--- config.mk ---
export PLATFORM = sky130hd
export DESIGN_NAME = boot_loader
export DESIGN_NICKNAME = d
export VERILOG_FILES = /design/src/rtl/boot_loader.sv
export SDC_FILE = /design/constraint.sdc
export NUM_CORES = 1
export LEC_CHECK = 0
export ABC_CLOCK_PERIOD_IN_PS = 5800
export CORE_MARGIN = 1
export CORE_UTILIZATION = 67
export DETAILED_ROUTE_END_ITERATION = 8
export DONT_BUFFER_PORTS = 1
export GPL_TIMING_DRIVEN = 0
export HOLD_SLACK_MARGIN = 0.1
export PLACE_DENSITY = 0.89
export SLEW_MARGIN = 20
export SYNTH_ARGS = -nofsm -noshare
export SYNTH_HDL_FRONTEND = slang
export SYNTH_SLANG_ARGS = --single-unit
export TNS_END_PERCENT = 5
--- constraint.sdc ---
create_clock -name clk -period 5.8 [get_ports clk]
set_input_delay 0.87 -clock clk [delete_from_list [all_inputs] [get_ports clk]]
set_output_delay 0.87 -clock clk [all_outputs]
set_load 0.1 [all_outputs]
--- src/rtl/boot_loader.sv ---
// Byte-stream program loader: writes a framed image into memory, verifies
// its checksum and then releases the CPU core from reset.
//
// Ports:
//   clk, rst_n        clock and synchronous active-low reset
//   rx_valid/rx_data  incoming byte stream, rx_ready accepts it
//   mem_wr/addr/wdata one-cycle write strobe with address and data
//   cpu_rst_n         CPU reset, released only after a verified load
//   load_done         image loaded and verified
//   load_err          last frame failed
module boot_loader #(
  parameter logic [12:0] BASE_ADDR      = 13'h0000,
  parameter logic [7:0]  SYNC_BYTE      = 8'hA5,
  parameter logic [15:0] TIMEOUT_CYCLES = 16'd50000
) (
  input  logic        clk,
  input  logic        rst_n,
  input  logic        rx_valid,
  input  logic [7:0]  rx_data,
  output logic        rx_ready,
  output logic        mem_wr,
  output logic [12:0] mem_addr,
  output logic [7:0]  mem_wdata,
  output logic        cpu_rst_n,
  output logic        load_done,
  output logic        load_err
);

  localparam logic [2:0] S_IDLE   = 3'd0;
  localparam logic [2:0] S_LEN_HI = 3'd1;
  localparam logic [2:0] S_LEN_LO = 3'd2;
  localparam logic [2:0] S_DATA   = 3'd3;
  localparam logic [2:0] S_CSUM   = 3'd4;
  localparam logic [2:0] S_DONE   = 3'd5;
  localparam logic [2:0] S_ERR    = 3'd6;

  logic [2:0]  state;
  logic [4:0]  len_hi;
  logic [12:0] len;
  logic [12:0] cnt;
  logic [7:0]  sum;
  logic [15:0] tmo;

  logic acc;
  logic in_frame;
  logic tmo_hit;
  logic [12:0] len_new;

  assign acc      = rx_valid && rx_ready;
  assign in_frame = (state == S_LEN_HI) || (state == S_LEN_LO) ||
                    (state == S_DATA)   || (state == S_CSUM);
  // Fires on the idle cycle that would bring the count to the limit.
  assign tmo_hit  = (TIMEOUT_CYCLES != 16'd0) &&
                    (tmo == TIMEOUT_CYCLES - 16'd1);
  assign len_new  = {len_hi, rx_data};

  always_ff @(posedge clk) begin
    if (!rst_n) begin
      state     <= S_IDLE;
      len_hi    <= '0;
      len       <= '0;
      cnt       <= '0;
      sum       <= '0;
      tmo       <= '0;
      rx_ready  <= 1'b1;
      mem_wr    <= 1'b0;
      mem_addr  <= '0;
      mem_wdata <= '0;
      cpu_rst_n <= 1'b0;
      load_done <= 1'b0;
      load_err  <= 1'b0;
    end else begin
      mem_wr <= 1'b0;
      if (acc) begin
        tmo <= '0;
      end else if (in_frame) begin
        tmo <= tmo + 16'd1;
      end
      if (acc) begin
        case (state)
          S_IDLE, S_ERR: begin
            if (rx_data == SYNC_BYTE) begin
              state    <= S_LEN_HI;
              load_err <= 1'b0;
            end
          end
          S_LEN_HI: begin
            if (rx_data[7:5] != 3'd0) begin
              state    <= S_ERR;
              load_err <= 1'b1;
            end else begin
              len_hi <= rx_data[4:0];
              state  <= S_LEN_LO;
            end
          end
          S_LEN_LO: begin
            len   <= len_new;
            cnt   <= '0;
            sum   <= '0;
            state <= (len_new == 13'd0) ? S_CSUM : S_DATA;
          end
          S_DATA: begin
            mem_wr    <= 1'b1;
            mem_addr  <= BASE_ADDR + cnt;
            mem_wdata <= rx_data;
            sum       <= sum + rx_data;
            cnt       <= cnt + 13'd1;
            if (cnt == len - 13'd1) begin
              state <= S_CSUM;
            end
          end
          S_CSUM: begin
            if (rx_data == sum) begin
              state     <= S_DONE;
              rx_ready  <= 1'b0;
              cpu_rst_n <= 1'b1;
              load_done <= 1'b1;
            end else begin
              state    <= S_ERR;
              load_err <= 1'b1;
            end
          end
          default: ;
        endcase
      end else if (in_frame && tmo_hit) begin
        state    <= S_ERR;
        load_err <= 1'b1;
        tmo      <= '0;
      end
    end
  end

endmodule
### Word level (Yosys, flattened, before mapping)

Cells that the tools add are included.

* add/subtract/negate cells: 4
* $mul: 0
* divide/modulo/power cells: 0
* $lt $le $gt $ge: 0
* equal/unequal tests: 15
* shifts and indexed selects: 0
* multiplexer cells: 21
* bitwise logic cells: 1
* reductions and logical operators: 19

Operators with widths (count)
* 2-to-1 mux 16 bit: 4
* case mux 13 bit (2 select lines): 1
* 2-to-1 mux 3 bit: 6
* adder 16 x 1 -> 16 bit, second input constant: 1
* equality test 16 bit, second input constant: 1
* case mux 8 bit (2 select lines): 1
* case mux 3 bit (5 select lines): 1
* adder 13 x 1 -> 13 bit, second input constant: 1
* equality test 13 bit: 1
* logical NOT 13 bit: 1
* subtractor 13 x 1 -> 13 bit, second input constant: 1
* adder 8 bit: 1
* equality test 8 bit: 1
* equality test 8 bit, second input constant: 1
* AND reduction 2 bit: 4
* equality test 3 x 2 -> 1 bit, second input constant: 2
* equality test 3 bit, second input constant: 2
* 2-to-1 mux 1 bit: 6
* != test 3 x 2 -> 1 bit, second input constant: 2
* != test 3 bit, second input constant: 2
* != test 6 x 1 -> 1 bit, second input constant: 1
* AND reduction 3 bit: 2
* AND reduction 5 bit: 1
* != test 4 x 1 -> 1 bit, second input constant: 1
* other kinds (11): 15

* register bits: 83
* latch bits: 0
* RAM bits: 0
* memory bits (read-only): 0
* output and inout bits: 26
* memories kept: 0

### Logic depth before layout (Yosys ltp)

Gate-level depths: netlist of run 1.

* word-level depth: 8
* mapped depth: 8
* mapped depth without buffers: 8

### Worst setup path after synthesis of run 1

No wires, ideal clock.

* kind: input to register
* from: input port rx_data[1]
* to: register sum[7]
* library setup time: 82 ps
* arrival time: 2603 ps
* slack: 3115 ps
* stages: 7
* path buffers: 0
* cells stage by stage: ha_1 -> a21oi_1 -> o21ai_0 -> a2111oi_0 -> nor3_1 -> or4b_2 -> o2111ai_1

* cells in the longest elaborated chain, start to end: 2

Ends and longest elaborated chain
* start, declared: line 19 `input logic [7:0] rx_data,`
* adder 8 bit: line 106 `sum <= sum + rx_data;`
* case mux 8 bit (2 select lines): line 80 `case (state)`
* end signal, assigned: line 106
* end, declared: line 41 `logic [7:0] sum;`

No other way between the ends.
A chain may end at the register's enable or synchronous reset.

### Worst setup path after layout of run 1

* from: register rx_ready
* to: register mem_addr[2]

* cells in the longest elaborated chain, start to end: 2

Ends and longest elaborated chain
* start, declared: line 20 `output logic rx_ready,`
* start signal, assigned: line 65 `rx_ready <= 1'b1;`
* start signal, assigned: line 115 `rx_ready <= 1'b0;`
* logical AND 1 bit: line 49 `assign acc = rx_valid && rx_ready;`
* AND reduction 2 bit (no source line)
* end signal, assigned: line 104 `mem_addr <= BASE_ADDR + cnt;`
* end, declared: line 22 `output logic [12:0] mem_addr,`

No other way between the ends.

==> results of run 1 <==
per-layer routing:
| metal | wire length, um | share of wire (%) | track usage [%] |
|---|---|---|---|
| met1 | 4540 | 40 | 39.7 |
| met2 | 5440 | 48 | 55.1 |
| met3 | 860 | 7.7 | 6.63 |
| met4 | 403 | 3.6 | 19.3 |
| met5 | 0 | 0 | 0 |
final cells by class:
type,instances,area share (%)
Sequential cell,83,34.5
Inverter,8,0.624
Clock buffer,9,2.57
Buffer,29,3.43
Clock inverter,6,2.39
Multi-Input combinational cell,418,54.5
Tap cell,77,2.00
stage by stage:
| stage | util (%) | power (mW) | instances | cell area [um^2] |
|---|---|---|---|---|
| floorplan | - | 0.745 | 538 | 4480 |
| global placement | 71.6 | 0.775 | 615 | 4580 |
| detailed placement | 71.6 | 0.782 | 615 | 4580 |
| CTS | 75.4 | 1.27 | 630 | 4810 |
| global route | 75.4 | 1.31 | 630 | 4810 |
| finish | 75.4 | 1.28 | 630 | 4810 |
power by group:
| group | switching (mW) | leakage (nW) | internal (mW) |
|---|---|---|---|
| clock network | 0.219 | 0.115 | 0.285 |
| logic | 0.102 | 0.914 | 0.0669 |
| registers | 0.0267 | 0.670 | 0.579 |
tightest hold or removal path, cell delays in order (launching register included):
cell,delay (ns)
sky130_fd_sc_hd__dfxtp_1,0.33
sky130_fd_sc_hd__nand2_1,0.06
sky130_fd_sc_hd__a21boi_0,0.06
flip-flops by register name, summed over array words and instances, names as in the netlist:
name	flops
len	13
tmo	16
cnt	13
mem_wdata	8
load_err	1
load_done	1
len_hi	5
state	3
rx_ready	1
sum	8
mem_wr	1
mem_addr	13
cell families (layout without fill, tap and decap cells):
group	count (synthesis)	after routing	synth area share, %
DFF	83	83	37.1
muxes	11	11	2.46
buffers and inverters	37	52	4.36
xor gates and xnor gates	36	36	7.04
adders and majority gates	11	11	3.24
and+or+nand+nor	252	252	28.6
AOI/OAI and AO/OA	108	108	17.2
path summary, 6_finish.rpt:
path | slack, ns | startpoint | to
hold reg to reg | 0.48 | len_hi[3]$_SDFFE_PN0P_ | len[11]$_SDFFE_PN0P_
setup / recovery | 2.67 | rx_ready$_SDFFE_PN1P_ | mem_addr[2]$_SDFFE_PN0P_
setup reg to reg | 2.67 | rx_ready$_SDFFE_PN1P_ | mem_addr[2]$_SDFFE_PN0P_
hold / removal | 0.48 | len_hi[3]$_SDFFE_PN0P_ | len[11]$_SDFFE_PN0P_
cell usage in the layout, fill, tap and decap left out, drive strengths merged, types with 3 or more instances in the layout:
cell type and instances:
clkinv 3, o21ai 14, a22oi 4, nand4 7, o311ai 3, o211ai 3, inv 7, and3 9
bufinv 3, or4 6, a21boi 40, clkbuf 32, nor4 7, or3 5, nor2b 11, dfxtp 83
nor3 17, and2 9, nand3 22, nor4b 4, o21a 3, buf 5, xnor2 20, mux2i 11
nand2 109, ha 10, a21oi 17, xor2 16, nor2 33
==> out/summary.txt, run 1 <==
SETUP PATH
------------------------------------------------------------------------------------------------------
CP Depth ................................................................................            5
Critical path required time .............................................................      6.09 ns
Data arrival, critical path .............................................................      3.42 ns
Cell depth of the worst flop-to-flop path ...............................................            5
Cell Chain, Critical Path ............................................................... nand4b_1, nor2_1, clkbuf_1, nand2_1, a21boi_0
Crit-path max FO ........................................................................           10
Path type of the worst setup path .......................................................   reg -> reg
Worst path buffer plus inverter count ...................................................            1
Sort of element at the end of the critical path .........................................    flip-flop
Largest incremental delay on the critical path ..........................................      1.07 ns
Library cell contributing the largest single delay on the critical path ................. sky130_fd_sc_hd__dfxtp_1
Top Family by Delay on Critical Path .................................................... simple AND/OR/NAND/NOR gates
Crit start category .....................................................................    flip-flop

PLACED DESIGN
------------------------------------------------------------------------------------------------------
Post-DP HPWL ............................................................................      7870 um
Final weighted congestion in routability-driven placement ...............................        0.949
Worst setup slack after placement .......................................................      2.75 ns
Count of input and output buffers .......................................................            0

CLOCK TREE
------------------------------------------------------------------------------------------------------
CTS Hold Bufs ...........................................................................            0
Clock insertion delay at the later pin of the skew report ...............................      0.37 ns
Library cell used as clock root buffer .................................................. sky130_fd_sc_hd__clkbuf_8
CTS Sinks ...............................................................................           83
Num CTS Buffers .........................................................................            9
Clock tree from TritonCTS ...............................................................         done
Post-cts gate resize count ..............................................................            0
Number of setup buffers added after CTS .................................................            0
Longest Clk Path Bufs ...................................................................            2
H-tree lvl count ........................................................................            3
Clock transition at the register clock pins on the worst setup and hold paths after CTS .      0.09 ns

LOGIC SYNTHESIS
------------------------------------------------------------------------------------------------------
Cell taking the most area after synthesis ............................................... sky130_fd_sc_hd__dfxtp_1
Count of unique library cells instantiated by Yosys .....................................           72
Mapped Area .............................................................................    4480 um^2
Yosys top cell area share ...............................................................        37.1%
Prevailing post-synth register cell ..................................................... sky130_fd_sc_hd__dfxtp_1
FFs w/ async S/R, synth .................................................................           0%
Sequential share of the synthesized area ................................................        37.1%
Cell types occupying the most area after synthesis ...................................... sky130_fd_sc_hd__dfxtp_1 (37%), sky130_fd_sc_hd__nand2_1 (9.1%), sky130_fd_sc_hd__a21boi_0 (6.7%), sky130_fd_sc_hd__xnor2_1 (3.9%), sky130_fd_sc_hd__xor2_1 (3.1%)
Gate count of the mapped netlist ........................................................          538
Most numerous cell in the Yosys netlist ................................................. sky130_fd_sc_hd__nand2_1
Synthesized area per cell ...............................................................    8.33 um^2
Synthesized flop and latch total ........................................................           83
Leading post-synthesis cells by instance count .......................................... sky130_fd_sc_hd__nand2_1 (108), sky130_fd_sc_hd__dfxtp_1 (83), sky130_fd_sc_hd__a21boi_0 (40)
Post-synth net total ....................................................................          560
Yosys warning total .....................................................................            0
Number of enable-type register cells in the synthesized netlist .........................            0

GLOBAL ROUTE
------------------------------------------------------------------------------------------------------
Via count of the first global-routing pass ..............................................        4,073
Aggregate global routing overflow .......................................................            0
Tot GR Track Use ........................................................................        33.1%
Antenna violations before repair ........................................................            0
Largest net degree at the start of global routing .......................................           15
Global-route wire length before repair ..................................................    18,700 um

ROUTE
------------------------------------------------------------------------------------------------------
Number of nets with antenna violations after detailed routing ...........................            0
Via-per-instance ratio ..................................................................         6.44
Pre-Repair DR Iteration Count ...........................................................            6
Via count ...............................................................................        4,059
Detailed-route wire length per cell .....................................................      17.8 um
Routed wire length ......................................................................    11,200 um
Iter 0 DRT Violations ...................................................................          299
Final routed DRC violation total ........................................................            0

FLOORPLAN
------------------------------------------------------------------------------------------------------
I/O pin count ...........................................................................           37
Die width ...............................................................................      83.8 um
Area of the core ........................................................................    6390 um^2
Vertical die dimension ..................................................................      83.8 um
Number of placement rows ................................................................           29
Area of the die .........................................................................    7020 um^2
Starting utilization of the core area ...................................................        70.1%

TIMING
------------------------------------------------------------------------------------------------------
Minimum setup slack in the final design .................................................      2.67 ns
RSZ-0062 raised after global routing ....................................................           no
Headroom to the max-slew limit ..........................................................        25.7%
Minimum hold slack ......................................................................     0.481 ns
Total negative setup slack ..............................................................         0 ns
Maximum clock rate ......................................................................      319 MHz
Endpoints failing setup .................................................................            0
Hold violation count in the final report ................................................            0
Slew at the pin closest to its max-slew limit ...........................................      1.11 ns
Minimum clock period ....................................................................      3.13 ns
Max-slew violations .....................................................................            0
Final period utilization ................................................................        54.0%
Clock Skews .............................................................................    0.0144 ns

CELLS AND AREA
------------------------------------------------------------------------------------------------------
Combined flip-flop and latch cell area ..................................................    1660 um^2
Filler cell count in the final layout ...................................................          448
Share of final-layout standard cells stronger than drive strength 1 .....................        7.23%
Total inserted antenna cells ............................................................            0
Multi-input gate area ...................................................................    2620 um^2
Count of nets after finishing ...........................................................          571
Area delta synth->final .................................................................        7.49%

PWR
------------------------------------------------------------------------------------------------------
Worst IR drop on VDD ....................................................................       171 uV
Leakage .................................................................................      1.70 nW
Pwr/cell area ...........................................................................  266 nW/um^2

RUN
------------------------------------------------------------------------------------------------------
Max cap viols ...........................................................................            0

OUTCOME
------------------------------------------------------------------------------------------------------
Status .................................................................................. complete, no violations

WORST HOLD PATH
------------------------------------------------------------------------------------------------------
Min-Delay Path Class ....................................................................   reg -> reg
Cells on Worst Hold Path ................................................................            2

(Power assumes the default switching activity.)
==> inputs of run 2 (changes only) <==
ABC_CLOCK_PERIOD_IN_PS = 2800   (was 5800)
CORE_UTILIZATION = 57   (was 67)
PLACE_DENSITY = 0.81   (was 0.89)
clock period = 2.8 ns   (was 5.8 ns; I/O delays follow)
==> out/summary.txt, run 2 (same netlist as run 1, synthesis figures left out) <==
TIMING
------------------------------------------------------------------------------------------------------
Max-slew violations .....................................................................            0   unchanged
Final period utilization ................................................................        92.8%   was 54.0%
Slew at the pin closest to its max-slew limit ...........................................      1.02 ns   was 1.11 ns
Maximum clock rate ......................................................................      385 MHz   was 319 MHz
Headroom to the max-slew limit ..........................................................        31.7%   was 25.7%
Clock Skews .............................................................................    0.0143 ns   was 0.0144 ns
RSZ-0062 raised after global routing ....................................................           no   unchanged
Minimum clock period ....................................................................      2.60 ns   was 3.13 ns
Minimum hold slack ......................................................................     0.184 ns   was 0.481 ns
Endpoints failing setup .................................................................            0   unchanged
Hold violation count in the final report ................................................            0   unchanged
Total negative setup slack ..............................................................         0 ns   unchanged

ROUTE
------------------------------------------------------------------------------------------------------
Routed wire length ......................................................................    10,900 um   was 11,200 um
Via count ...............................................................................        3,923   was 4,059
Number of nets with antenna violations after detailed routing ...........................            0   unchanged
Detailed-route wire length per cell .....................................................      16.7 um   was 17.8 um
Pre-Repair DR Iteration Count ...........................................................            5   was 6
Iter 0 DRT Violations ...................................................................          178   was 299
Final routed DRC violation total ........................................................            0   unchanged
Via-per-instance ratio ..................................................................         6.01   was 6.44

CLOCK TREE
------------------------------------------------------------------------------------------------------
Clock transition at the register clock pins on the worst setup and hold paths after CTS .      0.10 ns   was 0.09 ns
Longest Clk Path Bufs ...................................................................            2   unchanged
Num CTS Buffers .........................................................................            9   unchanged
CTS Hold Bufs ...........................................................................            0   unchanged
Clock insertion delay at the later pin of the skew report ...............................      0.37 ns   about the same
CTS Sinks ...............................................................................           83   unchanged
H-tree lvl count ........................................................................            3   unchanged
Library cell used as clock root buffer .................................................. sky130_fd_sc_hd__clkbuf_8   unchanged
Clock tree from TritonCTS ...............................................................         done   unchanged

RUN
------------------------------------------------------------------------------------------------------
Max cap viols ...........................................................................            0   unchanged

CELLS AND AREA
------------------------------------------------------------------------------------------------------
Share of final-layout standard cells stronger than drive strength 1 .....................        7.76%   was 7.23%
Area delta synth->final .................................................................        7.88%   was 7.49%
Biggest register ........................................................................          tmo   unchanged
Flip-flop count of the largest register after layout ....................................           16   unchanged
Commonest cells after routing, fill and taps aside ...................................... sky130_fd_sc_hd__nand2_1 (108), sky130_fd_sc_hd__dfxtp_1 (82), sky130_fd_sc_hd__a21boi_0 (40)   was sky130_fd_sc_hd__nand2_1 (108), sky130_fd_sc_hd__dfxtp_1 (83), sky130_fd_sc_hd__a21boi_0 (40)
Count of nets after finishing ...........................................................          571   unchanged
Combined flip-flop and latch cell area ..................................................    1660 um^2   about the same
Total inserted antenna cells ............................................................            0   unchanged
Most common cell after layout, fill and taps aside ...................................... sky130_fd_sc_hd__nand2_1   unchanged
Filler cell count in the final layout ...................................................          653   was 448
Count of non-filler cells in the finished layout ........................................          653   was 630
Multi-input gate area ...................................................................    2630 um^2   was 2620 um^2

GLOBAL ROUTE
------------------------------------------------------------------------------------------------------
Antenna violations before repair ........................................................            0   unchanged
Global-route wire length before repair ..................................................    17,800 um   was 18,700 um
Aggregate global routing overflow .......................................................            0   unchanged
Largest net degree at the start of global routing .......................................           16   was 15
Tot GR Track Use ........................................................................        27.2%   was 33.1%
Via count of the first global-routing pass ..............................................        3,650   was 4,073

SETUP PATH
------------------------------------------------------------------------------------------------------
Data arrival, critical path .............................................................      2.86 ns   was 3.42 ns
Path type of the worst setup path .......................................................   reg -> reg   unchanged
Critical path required time .............................................................      3.06 ns   was 6.09 ns
Sort of element at the end of the critical path .........................................    flip-flop   unchanged
Crit start category .....................................................................    flip-flop   unchanged
Crit-path max FO ........................................................................            6   was 10

OUTCOME
------------------------------------------------------------------------------------------------------
Status .................................................................................. complete, no violations   unchanged

PWR
------------------------------------------------------------------------------------------------------
Worst IR drop on VDD ....................................................................       321 uV   was 171 uV
Leakage .................................................................................      1.69 nW   was 1.70 nW
Pwr/cell area ...........................................................................  534 nW/um^2   was 266 nW/um^2
Post-layout total power .................................................................      2.58 mW   was 1.28 mW

FLOORPLAN
------------------------------------------------------------------------------------------------------
Number of placement rows ................................................................           31   was 29
Starting utilization of the core area ...................................................        60.5%   was 70.1%
I/O pin count ...........................................................................           37   unchanged
Die width ...............................................................................      90.6 um   was 83.8 um
Area of the die .........................................................................    8220 um^2   was 7020 um^2
Area of the core ........................................................................    7410 um^2   was 6390 um^2
Vertical die dimension ..................................................................      90.6 um   was 83.8 um

WORST HOLD PATH
------------------------------------------------------------------------------------------------------
Min-Delay Path Class ....................................................................    in -> reg   was reg -> reg

PLACED DESIGN
------------------------------------------------------------------------------------------------------
Post-DP HPWL ............................................................................      7870 um   about the same
Final weighted congestion in routability-driven placement ...............................        0.957   was 0.949
Count of input and output buffers .......................................................            0   unchanged
Instance count after placement with tap cells included ..................................          637   was 615

## run 2: cell count changes in the layout (fill, tap and decap cells not counted), sizes merged
cell    delta
clkinv     +1
inv        +1
bufinv     -1
## run 2: final cells by class
type | count | area share (%)
well taps | 99 | 2.56
clock buffers | 9 | 2.56
flip-flops and latches | 83 | 34.4
plain buffers | 29 | 3.42
inverters | 8 | 0.621
multi-input cells | 418 | 54.3
clock inverters | 7 | 2.10
## run 2: power breakdown
group	switching, mW	total [mW]	internal [mW]
clock	0.471	0.980	0.510
sequential	0.0547	1.25	1.20
combinational	0.206	0.344	0.139
total	0.731	2.58	1.85
## run 2: metal layers
layer	wire length (um)	vias up	GRT usage (%)
li1	-	1913	-
met1	4700	1880	34.1
met2	5390	111	46.7
met3	616	19	4.12
met4	185	0	10.2
met5	0	-	0
## run 2: critical path: stages (launching register included)
cell                      delay [ns]
sky130_fd_sc_hd__dfxtp_1        0.39
sky130_fd_sc_hd__inv_1          0.09
sky130_fd_sc_hd__ha_1           0.23
sky130_fd_sc_hd__nor3b_2        0.32
sky130_fd_sc_hd__a21oi_1        0.12
sky130_fd_sc_hd__or4b_1         0.53
sky130_fd_sc_hd__nor4_1         0.41
sky130_fd_sc_hd__nand3_1        0.21
sky130_fd_sc_hd__a21o_1         0.19
## run 2: worst paths after layout
kind | startpoint | slack, ns | depth (start not counted) | end
hold reg to reg | len[12]$_SDFFE_PN0P_ | 0.48 | 2 | len[12]$_SDFFE_PN0P_
setup / recovery | len[0]$_SDFFE_PN0P_ | 0.20 | 8 | state[1]$_SDFFE_PN0P_
setup reg to reg | len[0]$_SDFFE_PN0P_ | 0.20 | 8 | state[1]$_SDFFE_PN0P_
hold / removal | rx_data[5] | 0.18 | 2 | mem_wdata[5]$_SDFFE_PN0P_
## run 2: stage by stage
stage | instance area [um^2] | utilization [%] | setup WS (ns)
finish | 4830 | 65.2 | 0.201
global route | 4830 | 65.2 | 0.132
CTS | 4830 | 65.2 | 0.165
detailed placement | 4600 | 62.1 | -0.279
global placement | 4600 | 62.1 | -0.256
floorplan | 4480 | - | 0.192
## run 2: timing repair
action,4_1_cts,5_1_grt
buffers inserted,0,0
gates resized for setup,1,1
endpoints found under the hold margin,0,0
setup endpoints to repair,23,4
